$ cat src/rtl/sram_arbiter_if.sv
// Per-requester request/response bundle for sram_arbiter.
// The requester uses the master modport and the arbiter uses the slave modport.
interface sram_arbiter_if;
  logic        valid;
  logic        ready;
  logic        we;
  logic [3:0]  wmask;
  logic [8:0]  addr;
  logic [31:0] wdata;
  logic        rsp_valid;
  logic [31:0] rdata;

  modport master (
    output valid, we, wmask, addr, wdata,
    input  ready, rsp_valid, rdata
  );

  modport slave (
    input  valid, we, wmask, addr, wdata,
    output ready, rsp_valid, rdata
  );
endinterface

$ cat src/rtl/sram_arbiter.sv
// Two-port round-robin arbiter/sequencer in front of a 1RW 512x32 SRAM macro.
// Define SRAM_ARB_CLEAR_EN to zero-fill DEPTH words after reset before serving traffic.
module sram_arbiter #(
  parameter int DEPTH = 512
) (
  input  logic          clk,
  input  logic          rst,
  sram_arbiter_if.slave a,
  sram_arbiter_if.slave b,
  output logic          init_done,
  output logic          ram_clk0,
  output logic          ram_csb0,
  output logic          ram_web0,
  output logic [3:0]    ram_wmask0,
  output logic [8:0]    ram_addr0,
  output logic [31:0]   ram_din0,
  input  logic [31:0]   ram_dout0
);

`ifdef SRAM_ARB_CLEAR_EN
  typedef enum logic [1:0] {ST_RESET, ST_CLEAR, ST_RUN} state_e;
  localparam logic [8:0] CLR_LAST = 9'(DEPTH - 1);
  logic [8:0] clr_cnt_q, clr_cnt_d;
`else
  typedef enum logic [1:0] {ST_RESET, ST_RUN} state_e;
`endif

  state_e      state_q, state_d;
  logic        last_a_q;          // 1: most recent grant went to A
  logic        pend_q;
  logic        owner_b_q;
  logic        a_rsp_q, b_rsp_q;
  logic [31:0] a_rdata_q, b_rdata_q;

  logic        run;
  logic        grant_a, grant_b;
  logic        sel_we;
  logic [3:0]  sel_wmask;
  logic [8:0]  sel_addr;
  logic [31:0] sel_wdata;

  // ---------------------------------------------------------------------------
  // State sequencing
  // ---------------------------------------------------------------------------
  // NOTE: every combinational output gets a default first so no path infers a latch.
  always_comb begin
    state_d = state_q;
`ifdef SRAM_ARB_CLEAR_EN
    clr_cnt_d = clr_cnt_q;
`endif
    unique case (state_q)
`ifdef SRAM_ARB_CLEAR_EN
      ST_RESET: state_d = ST_CLEAR;
      ST_CLEAR: begin
        clr_cnt_d = clr_cnt_q + 9'd1;
        if (clr_cnt_q == CLR_LAST) state_d = ST_RUN;
      end
`else
      ST_RESET: state_d = ST_RUN;
`endif
      ST_RUN:   state_d = ST_RUN;
      default:  state_d = ST_RESET;
    endcase
  end

  // ---------------------------------------------------------------------------
  // Round-robin grant: on a tie the requester not served most recently wins
  // ---------------------------------------------------------------------------
  assign run     = (state_q == ST_RUN);
  assign grant_a = run && a.valid && (!b.valid || !last_a_q);
  assign grant_b = run && b.valid && !grant_a;

  assign a.ready = grant_a;
  assign b.ready = grant_b;

  assign sel_we    = grant_b ? b.we    : a.we;
  assign sel_wmask = grant_b ? b.wmask : a.wmask;
  assign sel_addr  = grant_b ? b.addr  : a.addr;
  assign sel_wdata = grant_b ? b.wdata : a.wdata;

  // ---------------------------------------------------------------------------
  // SRAM command, driven straight from the accepted request
  // ---------------------------------------------------------------------------
  assign ram_clk0 = clk;

  always_comb begin
    ram_csb0   = 1'b1;
    ram_web0   = 1'b1;
    ram_wmask0 = 4'b0000;
    ram_addr0  = 9'd0;
    ram_din0   = 32'd0;
    if (grant_a || grant_b) begin
      ram_csb0   = 1'b0;
      ram_web0   = !sel_we;
      ram_wmask0 = sel_we ? sel_wmask : 4'b0000;
      ram_addr0  = sel_addr;
      ram_din0   = sel_wdata;
    end
`ifdef SRAM_ARB_CLEAR_EN
    if (state_q == ST_CLEAR) begin
      ram_csb0   = 1'b0;
      ram_web0   = 1'b0;
      ram_wmask0 = 4'b1111;
      ram_addr0  = clr_cnt_q;
      ram_din0   = 32'd0;
    end
`endif
  end

  // ---------------------------------------------------------------------------
  // Registers: state, grant history, read-response pipeline
  // ---------------------------------------------------------------------------
  // NOTE: sequential state uses non-blocking assignments so all flops update together.
  always_ff @(posedge clk or posedge rst) begin
    if (rst) begin
      state_q   <= ST_RESET;
      last_a_q  <= 1'b0;
      pend_q    <= 1'b0;
      owner_b_q <= 1'b0;
      a_rsp_q   <= 1'b0;
      b_rsp_q   <= 1'b0;
      a_rdata_q <= 32'd0;
      b_rdata_q <= 32'd0;
`ifdef SRAM_ARB_CLEAR_EN
      clr_cnt_q <= 9'd0;
`endif
    end else begin
      state_q <= state_d;
`ifdef SRAM_ARB_CLEAR_EN
      clr_cnt_q <= clr_cnt_d;
`endif
      if (grant_a || grant_b) last_a_q <= grant_a;
      pend_q    <= (grant_a || grant_b) && !sel_we;
      owner_b_q <= grant_b;
      // Macro output is valid one cycle after the accept edge; capture it here.
      a_rsp_q   <= pend_q && !owner_b_q;
      b_rsp_q   <= pend_q && owner_b_q;
      if (pend_q && !owner_b_q) a_rdata_q <= ram_dout0;
      if (pend_q && owner_b_q)  b_rdata_q <= ram_dout0;
    end
  end

  assign a.rsp_valid = a_rsp_q;
  assign b.rsp_valid = b_rsp_q;
  assign a.rdata     = a_rdata_q;
  assign b.rdata     = b_rdata_q;
  assign init_done   = run;

endmodule

$ cat src/flat_wrapper.sv
// flat-port wrapper written by rule: the top's interface ports become plain ports
module sram_arbiter_flat 
#(
  parameter int DEPTH = 512
)
  (clk, rst, init_done, ram_clk0, ram_csb0, ram_web0, ram_wmask0, ram_addr0, ram_din0, ram_dout0, a_valid, a_we, a_wmask, a_addr, a_wdata, a_ready, a_rsp_valid, a_rdata, b_valid, b_we, b_wmask, b_addr, b_wdata, b_ready, b_rsp_valid, b_rdata);
  sram_arbiter_if a_i ();
  sram_arbiter_if b_i ();
  input  logic clk;
  input  logic rst;
  output logic init_done;
  output logic ram_clk0;
  output logic ram_csb0;
  output logic ram_web0;
  output logic [3:0] ram_wmask0;
  output logic [8:0] ram_addr0;
  output logic [31:0] ram_din0;
  input  logic [31:0] ram_dout0;
  input wire logic [$bits(a_i.valid)-1:0] a_valid;
  input wire logic [$bits(a_i.we)-1:0] a_we;
  input wire logic [$bits(a_i.wmask)-1:0] a_wmask;
  input wire logic [$bits(a_i.addr)-1:0] a_addr;
  input wire logic [$bits(a_i.wdata)-1:0] a_wdata;
  output wire logic [$bits(a_i.ready)-1:0] a_ready;
  output wire logic [$bits(a_i.rsp_valid)-1:0] a_rsp_valid;
  output wire logic [$bits(a_i.rdata)-1:0] a_rdata;
  input wire logic [$bits(b_i.valid)-1:0] b_valid;
  input wire logic [$bits(b_i.we)-1:0] b_we;
  input wire logic [$bits(b_i.wmask)-1:0] b_wmask;
  input wire logic [$bits(b_i.addr)-1:0] b_addr;
  input wire logic [$bits(b_i.wdata)-1:0] b_wdata;
  output wire logic [$bits(b_i.ready)-1:0] b_ready;
  output wire logic [$bits(b_i.rsp_valid)-1:0] b_rsp_valid;
  output wire logic [$bits(b_i.rdata)-1:0] b_rdata;
  assign a_i.valid = a_valid;
  assign a_i.we = a_we;
  assign a_i.wmask = a_wmask;
  assign a_i.addr = a_addr;
  assign a_i.wdata = a_wdata;
  assign a_ready = a_i.ready;
  assign a_rsp_valid = a_i.rsp_valid;
  assign a_rdata = a_i.rdata;
  assign b_i.valid = b_valid;
  assign b_i.we = b_we;
  assign b_i.wmask = b_wmask;
  assign b_i.addr = b_addr;
  assign b_i.wdata = b_wdata;
  assign b_ready = b_i.ready;
  assign b_rsp_valid = b_i.rsp_valid;
  assign b_rdata = b_i.rdata;
  sram_arbiter #(.DEPTH(DEPTH)) u_core (.clk(clk), .rst(rst), .a(a_i), .b(b_i), .init_done(init_done), .ram_clk0(ram_clk0), .ram_csb0(ram_csb0), .ram_web0(ram_web0), .ram_wmask0(ram_wmask0), .ram_addr0(ram_addr0), .ram_din0(ram_din0), .ram_dout0(ram_dout0));
endmodule
$ cat config.mk
export PLATFORM = sky130hd
export DESIGN_NAME = sram_arbiter_flat
export DESIGN_NICKNAME = d
export VERILOG_FILES = /design/src/rtl/sram_arbiter_if.sv /design/src/rtl/sram_arbiter.sv /design/src/flat_wrapper.sv
export SDC_FILE = /design/constraint.sdc
export NUM_CORES = 1
export LEC_CHECK = 0
export ABC_AREA = 1
export BUFFER_PORTS_ARGS = -buffer_cell sky130_fd_sc_hd__buf_2
export CORE_MARGIN = 8
export CORE_UTILIZATION = 38
export DETAILED_ROUTE_END_ITERATION = 6
export PLACE_DENSITY_LB_ADDON = 0.12
export SLEW_MARGIN = 10
export SYNTH_ARGS = -nofsm -noshare
export SYNTH_HDL_FRONTEND = slang
export SYNTH_SLANG_ARGS = --single-unit
$ cat constraint.sdc
create_clock -name clk -period 1.95 [get_ports clk]
set_clock_uncertainty 0.05 [all_clocks]
set_input_delay 0.0975 -clock clk [delete_from_list [all_inputs] [get_ports clk]]
set_output_delay 0.0975 -clock clk [all_outputs]
set_load 0.01 [all_outputs]
==> metrics.log <==
INFO  metric ir_worst_vdd = 0.335 mV
INFO  metric mapped_area = 3530 um^2
INFO  metric gp_congestion = approximately 0.8
INFO  metric ant_diodes = 0
INFO  metric synth_simple_gate_area_frac = 0.110
INFO  metric layout-drive-gt1-share = 0.402
INFO  metric synth_largest_type_area_fraction = 0.496
INFO  metric synth.mux.area_fraction = 0
INFO  metric report.final.setup_viol = 0
INFO  metric timing.rr.end = u_core.pend_q$_DFF_PP0_
INFO  metric die-width = between 100 and 150 um
INFO  metric detail_route.iter0.violations = roughly 160
INFO  metric drc_markers = 0
INFO  metric slowest_library_cell_on_the_worst_path = dfrtp_1
INFO  metric post_cts_buffers = 0
INFO  metric run_status = finished clean
INFO  metric synthXorXnorAreaFrac = 0
INFO  metric total_switching_power = about 0.0016 W
INFO  metric mostFrequentLayoutCells = buf_2, inv_1, o21ai_0
INFO  metric netSwitchingFraction = 0.332
INFO  metric fin_hold_ws = 130 ps
INFO  metric die_h = approximately 110 um
INFO  metric comb_power_share = 0.306
INFO  metric groute.usage.overall = 0.191
INFO  metric remaining_global_route_overflow = 0
INFO  metric tritoncts = done
INFO  metric num_io_pins = 245
INFO  metric worst_setup_slack_final = roughly 100 ps
INFO  metric power_report.internal_total = approximately 0.0032 W
INFO  metric yosys_warnings = 0
INFO  metric finalHoldViolations = 0
INFO  metric synth_top_cells_by_area = dfrtp_1, o21ai_0, inv_1, nand2_1, o21ai_1
INFO  metric post_dp_cell_area = 4820 um^2
INFO  metric finalInstanceArea = ~5600 um^2
INFO  metric critical-path-max-stage-delay = approximately 400 ps
INFO  metric antenna_violating_nets_post_route = 0
INFO  metric power.density = 863 nW/um^2
INFO  metric postSynthNetCount = slightly below 600
INFO  metric worst_skew_pair.late_latency = approximately 440 ps
INFO  metric die_area = about 13000 um^2
INFO  metric grt_antenna_before_repair = 0
INFO  metric dpl_worst_slack = 328 ps
INFO  metric arrival = between 1500 and 2000 ps
INFO  metric synthAdderAreaFrac = 0
INFO  metric first_global_vias = approximately 4000
INFO  metric clk_pin_slew = about 80 ps
INFO  metric routed_wirelength = ~13 mm
INFO  metric grt_pass1_wl = around 19 mm
INFO  metric layout.cells.most_common = buf_2
INFO  metric netlist.top_cell.by_area = dfrtp_1
INFO  metric post_drt_via_cell_ratio = about 4.5
INFO  metric path_cells = nand2_2 -> inv_4 -> nand2_8 -> clkbuf_16 -> nand3_4 -> nand3_4 -> nor2_1 -> buf_2
INFO  metric cellLeakagePower = between 3 and 4 nW
INFO  metric drv_slew = 0
INFO  metric worst_setup_path_start_kind = register
INFO  metric final_period_minus_worst_setup_slack = approximately 1900 ps
INFO  metric critPathCaptureType = output pin
INFO  metric largest_family_of_logic_cells_by_synthesized_area = compound AO/OA/AOI/OAI gates
INFO  metric seq_area_frac_synth = 0.496
INFO  metric num_vias = 3846
INFO  metric achievable-frequency = around 0.54 GHz
INFO  metric worst-r2r-setup-slack = roughly 150 ps
INFO  metric number_of_input_and_output_port_buffers_inserted = 244
INFO  metric post_synth_inst_count = between 400 and 500
INFO  metric drt-wirelength-per-cell = between 10 and 15 um
INFO  metric period_share = 0.950
INFO  metric start_util = 0.387
INFO  metric worst_r2r_path_depth = 6
INFO  metric sequentialPowerShare = 0.411
INFO  metric hp-class = in2async
INFO  metric max-cap-violations = 0
INFO  metric ys_ff_latch = 70
INFO  metric timing.critical_path.mode_cell = nand3_4
INFO  metric path_max_fanout = 6
INFO  metric floorplan.core_area = 9110 um^2
INFO  metric place.detailed.hpwl = around 9.2 mm
INFO  metric worst_ep_required_time = between 1500 and 2000 ps
INFO  metric detail_route.first_pass.iterations = 4
INFO  metric grt_setup_unrepaired = yes
INFO  metric fp-row-count = 35
INFO  metric yosysUniqueCellTypes = 19
INFO  metric postSynthAreaPerCell = 7.56 um^2
INFO  metric syn_to_final_growth = 59.6%
INFO  metric critPathKind = reg2out
INFO  metric grt_start_max_net_pins = 66
INFO  metric synth_compound_gate_area_share = 0.208
INFO  metric regToRegStartpoint = u_core.state_q[0]$_DFF_PP0_
INFO  metric power_frac_clock = 0.282
INFO  metric final_net_count = between 800 and 900
power groups by stage:
stage / Clock, W / Sequential (W) / Combinational [W]
6_report: 0.00137 / 0.00200 / 0.00149
3_5_place_dp: 0.0000310 / 0.00202 / 0.00139
2_1_floorplan: 0.0000423 / 0.00218 / 0.000514
5_1_grt: 0.00149 / 0.00204 / 0.00167
3_3_place_gp: 0.0000310 / 0.00201 / 0.00137
4_1_cts: 0.00143 / 0.00200 / 0.00145
repair_timing:
| item | in CTS | in global routing |
|---|---|---|
| setup endpoints to repair | 46 | 46 |
| hold endpoints to repair | 135 | 0 |
| gates resized for setup | 4 | 29 |
| cloned | 0 | 5 |
| hold buffers | 35 | 0 |
| pin swaps | 0 | 3 |
worst max-delay path by stage:
stage / startpoint / endpoint / slack [ps] / cells past startpoint
floorplan: rst / u_core.a.rdata[0]$_DFFE_PP0P_ / 30 / 1
global placement: u_core.state_q[0]$_DFF_PP0_ / ram_din0[5] / 380 / 8
detailed placement: u_core.state_q[0]$_DFF_PP0_ / ram_din0[5] / 330 / 8
CTS: u_core.state_q[0]$_DFF_PP0_ / ram_addr0[8] / 8 / 8
global route: u_core.state_q[0]$_DFF_PP0_ / ram_wmask0[2] / -30 / 8
finish: u_core.state_q[0]$_DFF_PP0_ / ram_wmask0[0] / 100 / 8
stage by stage:
| step | instances | utilization | setup TNS, ps | total power, W |
|---|---|---|---|---|
| floorplan | 467 | - | 0 | 0.00274 |
| global placement | 803 | 0.530 | 0 | 0.00341 |
| detailed placement | 803 | 0.530 | 0 | 0.00344 |
| CTS | 857 | 0.597 | 0 | 0.00488 |
| global route | 862 | 0.619 | -255 | 0.00520 |
| finish | 862 | 0.619 | 0 | 0.00486 |
synthesized netlist by cell type:
| master | number |
|---|---|
| o21ai_1 | 47 |
| nand3_1 | 4 |
| buf_2 | 6 |
| nor2_2 | 1 |
| inv_2 | 3 |
| clkbuf_1 | 13 |
| nor2_1 | 4 |
| conb_1 | 1 |
| nand2_4 | 2 |
| buf_4 | 1 |
| dfrtp_1 | 70 |
| a21oi_1 | 1 |
| nand2_2 | 1 |
| nand2_1 | 79 |
| inv_4 | 1 |
| buf_6 | 7 |
| nand3_2 | 2 |
| o21ai_0 | 99 |
| inv_1 | 125 |
routing by layer:
metal | global-route usage | up-vias | routed length, um
li1 | - | 1967 | -
met1 | 0.201 | 1691 | 4760
met2 | 0.325 | 173 | 6330
met3 | 0.0827 | 15 | 1160
met4 | 0.0836 | 0 | 297
met5 | 0 | - | 0
critical path: cells and delay by family, from the launching register on:
family | cells | cell delay (ps)
AND/OR/NAND/NOR | 5 | 460
flip-flops | 1 | 400
buffers and inverters | 3 | 400
registers in the layout, indices dropped and copies added (netlist names):
register and count:
u_core.b.rsp_valid 1, u_core.a.rsp_valid 1, u_core.owner_b_q 1, u_core.last_a_q 1, u_core.state_q 1, u_core.b.rdata 32
u_core.a.rdata 32, u_core.pend_q 1
layout make-up:
| cell class | count | area [um^2] |
|---|---|---|
| Fill cell | 828 | 3470 |
| Timing Repair Buffer | 290 | 1770 |
| Sequential cell | 70 | 1750 |
| Multi-Input combinational cell | 241 | 1210 |
| Inverter | 129 | 499 |
| Clock buffer | 14 | 184 |
| Tap cell | 111 | 139 |
| Clock inverter | 6 | 68.8 |
| Timing Repair inverter | 1 | 11.3 |
logic make-up (layout without fill, tap and decap cells):
logic type | after synthesis | in the layout
buffers and inverters | 156 | 440
other | 1 | 1
AO/OA/AOI/OAI | 147 | 147
flip-flops | 70 | 70
AND/OR/NAND/NOR | 93 | 93
No activity file was read; power rests on OpenSTA's default activity.
